<file path="config.mk">
export PLATFORM = sky130hd
export DESIGN_NAME = pong_match_ctrl
export DESIGN_NICKNAME = d
export VERILOG_FILES = /design/src/rtl/pong_match_ctrl.sv
export SDC_FILE = /design/constraint.sdc
export NUM_CORES = 1
export LEC_CHECK = 0
export CORE_AREA = 5 5 61 63
export CTS_BUF_LIST = sky130_fd_sc_hd__clkbuf_4 sky130_fd_sc_hd__clkbuf_8 sky130_fd_sc_hd__clkbuf_16
export DETAILED_ROUTE_END_ITERATION = 10
export DIE_AREA = 0 0 66 68
export PLACE_DENSITY = 0.86
export SLEW_MARGIN = 10
export SYNTH_ARGS = -nofsm -noshare
export SYNTH_HDL_FRONTEND = slang
export SYNTH_SLANG_ARGS = --single-unit
export TNS_END_PERCENT = 5
</file>
<file path="constraint.sdc">
create_clock -name clk -period 2.3 [get_ports clk]
set_input_delay 0.46 -clock clk [delete_from_list [all_inputs] [get_ports clk]]
set_output_delay 0.46 -clock clk [all_outputs]
set_load 0.05 [all_outputs]
</file>
<file path="src/rtl/pong_match_ctrl.sv">
//------------------------------------------------------------------------------
// pong_match_ctrl: match sequencer (idle/serve/play/pause/over), scores, winner.
// Revision: 1.0
//------------------------------------------------------------------------------
`default_nettype none

module pong_match_ctrl #(
  parameter int unsigned WIN_SCORE   = 9,
  parameter int unsigned SERVE_DELAY = 60
) (
  input  logic       clk,
  input  logic       rst,
  input  logic       tick,
  input  logic       start,
  input  logic       pause,
  input  logic       miss_left,
  input  logic       miss_right,
  input  logic [7:0] random,
  output logic [2:0] state,
  output logic       run,
  output logic       serve,
  output logic       serve_dir,
  output logic [3:0] score_left,
  output logic [3:0] score_right,
  output logic       winner
);

  typedef enum logic [2:0] {
    IDLE   = 3'd0,
    SERVE  = 3'd1,
    PLAY   = 3'd2,
    PAUSED = 3'd3,
    OVER   = 3'd4
  } state_t;

  localparam logic [3:0] WIN       = 4'(WIN_SCORE);
  localparam logic [7:0] LAST_TICK = 8'(SERVE_DELAY - 1);

  state_t     state_q, state_d;
  logic [7:0] count_q, count_d;
  logic [3:0] score_left_d, score_right_d;
  logic       winner_d, serve_d, serve_dir_d, run_d;
  logic       start_q, pause_q;
  logic       start_re, pause_re;
  logic       unused_random;

  assign start_re      = start & ~start_q;
  assign pause_re      = pause & ~pause_q;
  assign unused_random = ^random[6:1];
  assign state         = state_q;

  always_ff @(posedge clk or posedge rst) begin
    if (rst) begin
      state_q     <= IDLE;
      count_q     <= 8'd0;
      score_left  <= 4'd0;
      score_right <= 4'd0;
      winner      <= 1'b0;
      serve       <= 1'b0;
      serve_dir   <= 1'b0;
      run         <= 1'b0;
      start_q     <= 1'b0;
      pause_q     <= 1'b0;
    end else begin
      state_q     <= state_d;
      count_q     <= count_d;
      score_left  <= score_left_d;
      score_right <= score_right_d;
      winner      <= winner_d;
      serve       <= serve_d;
      serve_dir   <= serve_dir_d;
      run         <= run_d;
      start_q     <= start;
      pause_q     <= pause;
    end
  end

  always_comb begin
    state_d       = state_q;
    count_d       = count_q;
    score_left_d  = score_left;
    score_right_d = score_right;
    winner_d      = winner;
    serve_d       = 1'b0;
    serve_dir_d   = serve_dir;
    case (state_q)
      IDLE: begin
        if (start_re) begin
          state_d       = SERVE;
          count_d       = 8'd0;
          score_left_d  = 4'd0;
          score_right_d = 4'd0;
          serve_dir_d   = random[7];
        end
      end
      SERVE: begin
        if (tick) begin
          if (count_q == LAST_TICK) begin
            state_d = PLAY;
            count_d = 8'd0;
            serve_d = 1'b1;
          end else begin
            count_d = count_q + 8'd1;
          end
        end
      end
      PLAY: begin
        // A miss always wins over a pause request in the same cycle.
        if (miss_left && miss_right) begin
          state_d     = SERVE;
          count_d     = 8'd0;
          serve_dir_d = random[0];
        end else if (miss_left) begin
          score_right_d = score_right + 4'd1;
          serve_dir_d   = 1'b0;
          count_d       = 8'd0;
          if (score_right_d == WIN) begin
            state_d  = OVER;
            winner_d = 1'b1;
          end else begin
            state_d = SERVE;
          end
        end else if (miss_right) begin
          score_left_d = score_left + 4'd1;
          serve_dir_d  = 1'b1;
          count_d      = 8'd0;
          if (score_left_d == WIN) begin
            state_d  = OVER;
            winner_d = 1'b0;
          end else begin
            state_d = SERVE;
          end
        end else if (pause_re) begin
          state_d = PAUSED;
        end
      end
      PAUSED: begin
        if (pause_re) begin
          state_d = PLAY;
        end else if (start_re) begin
          state_d = IDLE;
        end
      end
      OVER: begin
        if (start_re) begin
          state_d       = SERVE;
          count_d       = 8'd0;
          score_left_d  = 4'd0;
          score_right_d = 4'd0;
          winner_d      = 1'b0;
          serve_dir_d   = random[7];
        end
      end
      default: begin
        state_d = IDLE;
      end
    endcase
    run_d = (state_d == PLAY);
  end

endmodule

`default_nettype wire
</file>
==> implementation parameters <==
Parameter                              Value

GRT
  Number of global-route vias before repair ... 1227
  First-pass GRT wire length ... 5750 um
  Maximum number of pins on one net before global-route repair ... 26
  Global-route total usage across every layer ... 0.163
  Number of antenna violations at the first check in global routing ... 0
  GR Overflow Total ... 0

Synthesis
  Most common cell in the netlist ... sky130_fd_sc_hd__dfrtp_1
  Top post-synthesis cells by count ... sky130_fd_sc_hd__dfrtp_1, sky130_fd_sc_hd__o21ai_0, sky130_fd_sc_hd__nor2_1
  Fraction of the yosys area taken by sequential cells ... 0.408
  Netlist area before placement ... 0.00153 mm^2
  Synthesized netlist net count ... 192
  Number of enable flip-flop cells after synthesis ... 0
  Biggest area consumer among synthesized cells ... sky130_fd_sc_hd__dfrtp_1
  Proportion of register bits with asynchronous set or reset after synthesis ... 1.00
  Syn. warnings ... 0
  Fraction of synthesized cell area taken by the top area cell type ... 0.408
  Mapped Cells ... 172
  Number of storage elements in the synthesis netlist ... 25
  Post-synthesis cell type count ... 42
  Area contributors post-synth ... sky130_fd_sc_hd__dfrtp_1, sky130_fd_sc_hd__o21ai_0, sky130_fd_sc_hd__ha_1
  Most used flip-flop cell after synthesis ... sky130_fd_sc_hd__dfrtp_1
  Mean Syn Cell Area ... 8.92 um^2

Layout
  Count of fill cells added during filler insertion ... 290
  Register area ... 626 um^2
  Relative area change from synthesis to final layout ... 20.2%
  Number of diodes added for antenna fixing ... 0
  NumNets Final ... 220
  Fraction of layout cells with a size suffix above 1 ... 0.0905
  Area of combinational cells with multiple inputs ... 837 um^2

Detailed routing
  Number of DRC violations after detailed routing ... 0
  DR vias/cell ... 5.51
  DR WL/cell ... 13.6 um
  Via count ... 1351
  Post-Route WL ... 3320 um
  DRC marker count from the first detailed-route iteration ... 83
  Remaining antenna violation count ... 0
  Pre-antenna DRT Iters ... 4

Clock network
  Clock-pin transition on the worst setup and hold timing paths ... 0.14 ns
  # Post-CTS Setup Buffers ... 0
  # H-tree levels ... 1
  Total CTS buffers ... 3
  Later-pin clock latency in the skew report ... 0.32 ns
  Clock tree from TritonCTS ... built
  CTS max path bufs ... 2
  Post-CTS sizing ... 0
  Clock sink count ... 25
  Clock root cell ... sky130_fd_sc_hd__clkbuf_4
  Hold bufs inserted after CTS ... 0

STA
  PnR worst setup slack ... 0.0954 ns
  Max-slew violation count ... 0
  Tmin final ... 2.20 ns
  Final count of hold timing violations ... 0
  Unrepaired setup endpoints after global routing ... false
  Worst Tran Pin Value ... 0.624 ns
  Slew Limit Headroom ... 0.583
  Sum of negative setup slack ... 0 ns
  Clock Skews ... 0.00528 ns
  Setup violations, final ... 0
  Fin crit share ... 0.959
  Peak Freq ... 0.454 GHz

Worst setup path
  Reg-to-reg critical path startpoint ... state[0]
  Worst r2r path cells ... 6
  Worst Path Class, Setup ... reg2out
  Critical Path Sink Type ... output pin
  CP Max Fanout ... 11
  Family of cells with the greatest summed delay on the critical path ... buffers and inverters
  Register-to-register setup slack ... 0.33 ns
  Data arrival time of the worst path ... 1.74 ns
  WP data required ... 1.84 ns
  Number of buffers and inverters on the critical path ... 1
  Critical register-to-register path endpoint ... count_q[4]
  Crit path largest cell delay ... 0.87 ns
  Slowest cell on the critical path ... sky130_fd_sc_hd__clkdlybuf4s50_1
  Sequence of cells on the critical path ... clkdlybuf4s50_1
  Worst setup SP type ... flop

Floorplanning
  Die Span X ... 66 um
  Die Outline Area ... 0.00449 mm^2
  Starting density of the core ... 0.482
  Core region area ... 0.00318 mm^2
  Number of primary I/O pins ... 30
  Die outline height ... 68 um
  Standard-cell rows ... 21

Power
  Combinational power share ... 0.383
  Cell Pwr Density ... 709 mW/mm^2
  Share of total power in sequential cells ... 0.456
  Static leakage ... 0.000765 uW
  P_int ... 782 uW
  Net switching component of the power ... 525 uW
  Switching part of the total power ... 0.401
  Portion of total power attributed to the clock network ... 0.161
  Worst IR drop on VDD ... 0.411 mV

Placement
  Number of I/O port buffers ... 23
  Post-DP HPWL ... 2490 um
  Worst setup slack after placement ... 0.103 ns
  Routability Congestion ... 0.827

Flow run
  Max-cap viol count ... 0

Hold path
  Type of the tightest min-delay check ... in2async

Run status
  Outcome ... complete, no violations
## registers in the layout, summed over array words and instances, names as in the netlist
register / count
serve: 1
pause_q: 1
score_left: 4
run: 1
winner: 1
start_q: 1
count_q: 8
score_right: 4
serve_dir: 1
state: 3
## routing by layer
layer	track usage	part of all wire	wire, um	vias to the layer above
met3	0.0263	0.031	103	4
met5	0	0	0	-
met1	0.216	0.47	1570	650
met4	0.0457	0.0069	23	0
li1	-	-	-	677
met2	0.278	0.49	1630	20
## layout make-up
cell class	instances	share of cell area
Clock buffer	4	0.0163
Inverter	7	0.0142
Multi-Input combinational cell	135	0.454
Sequential cell	25	0.339
Tap cell	46	0.0312
Timing Repair Buffer	28	0.145
## stage by stage
stage	total power (uW)	utilization	instances	instance area, um^2	hold WS [ns]
after detailed placement	1110	0.571	241	1810	0.476
after global placement	1090	0.571	241	1810	0.469
after global routing	1410	0.580	245	1840	0.486
after floorplan	964	-	172	1530	0.436
final	1310	0.580	245	1840	0.472
after CTS	1320	0.580	245	1840	0.475
## how the worst max path moves through the flow
| stage | start | to | slack, ns | depth (start not counted) |
|---|---|---|---|---|
| global route | state[0] | state[0] | 0.01 | 1 |
| CTS | state[0] | state[0] | 0.1 | 1 |
| finish | state[0] | state[0] | 0.1 | 1 |
| global placement | start | count_q[6] | 0.12 | 6 |
| detailed placement | start | count_q[5] | 0.10 | 6 |
| floorplan | state[0] | count_q[6] | 0.31 | 8 |
## power groups by stage
stage	clock network (uW)	logic [uW]	registers, uW
after floorplan	0	303	661
after global placement	0	489	600
after detailed placement	0	504	601
after CTS	219	506	592
after global routing	241	559	612
final	210	501	596
## cells by family after synthesis
group | after synthesis | synth area share
AND/OR/NAND/NOR | 76 | 0.285
flip-flops | 25 | 0.408
AO/OA/AOI/OAI | 54 | 0.219
adder cells (fa/ha/maj) | 5 | 0.0408
buffers and inverters | 12 | 0.0465
## cells in the final DEF, fill, tap and decap left out, drive strengths merged, types with 4 or more instances in the layout
| master | Yosys | final |
|---|---|---|
| and3 | 4 | 4 |
| nor3 | 6 | 6 |
| a21oi | 6 | 6 |
| nor2 | 16 | 16 |
| nand2b | 6 | 6 |
| clkbuf | 1 | 4 |
| a31oi | 4 | 4 |
| buf | 4 | 5 |
| dfrtp | 25 | 25 |
| a21o | 4 | 4 |
| nand3 | 9 | 9 |
| clkdlybuf4s50 | 0 | 23 |
| o31ai | 6 | 6 |
| ha | 5 | 5 |
| o21ai | 24 | 24 |
| inv | 7 | 7 |
| nand2 | 14 | 14 |
(Power assumes the default switching activity.)
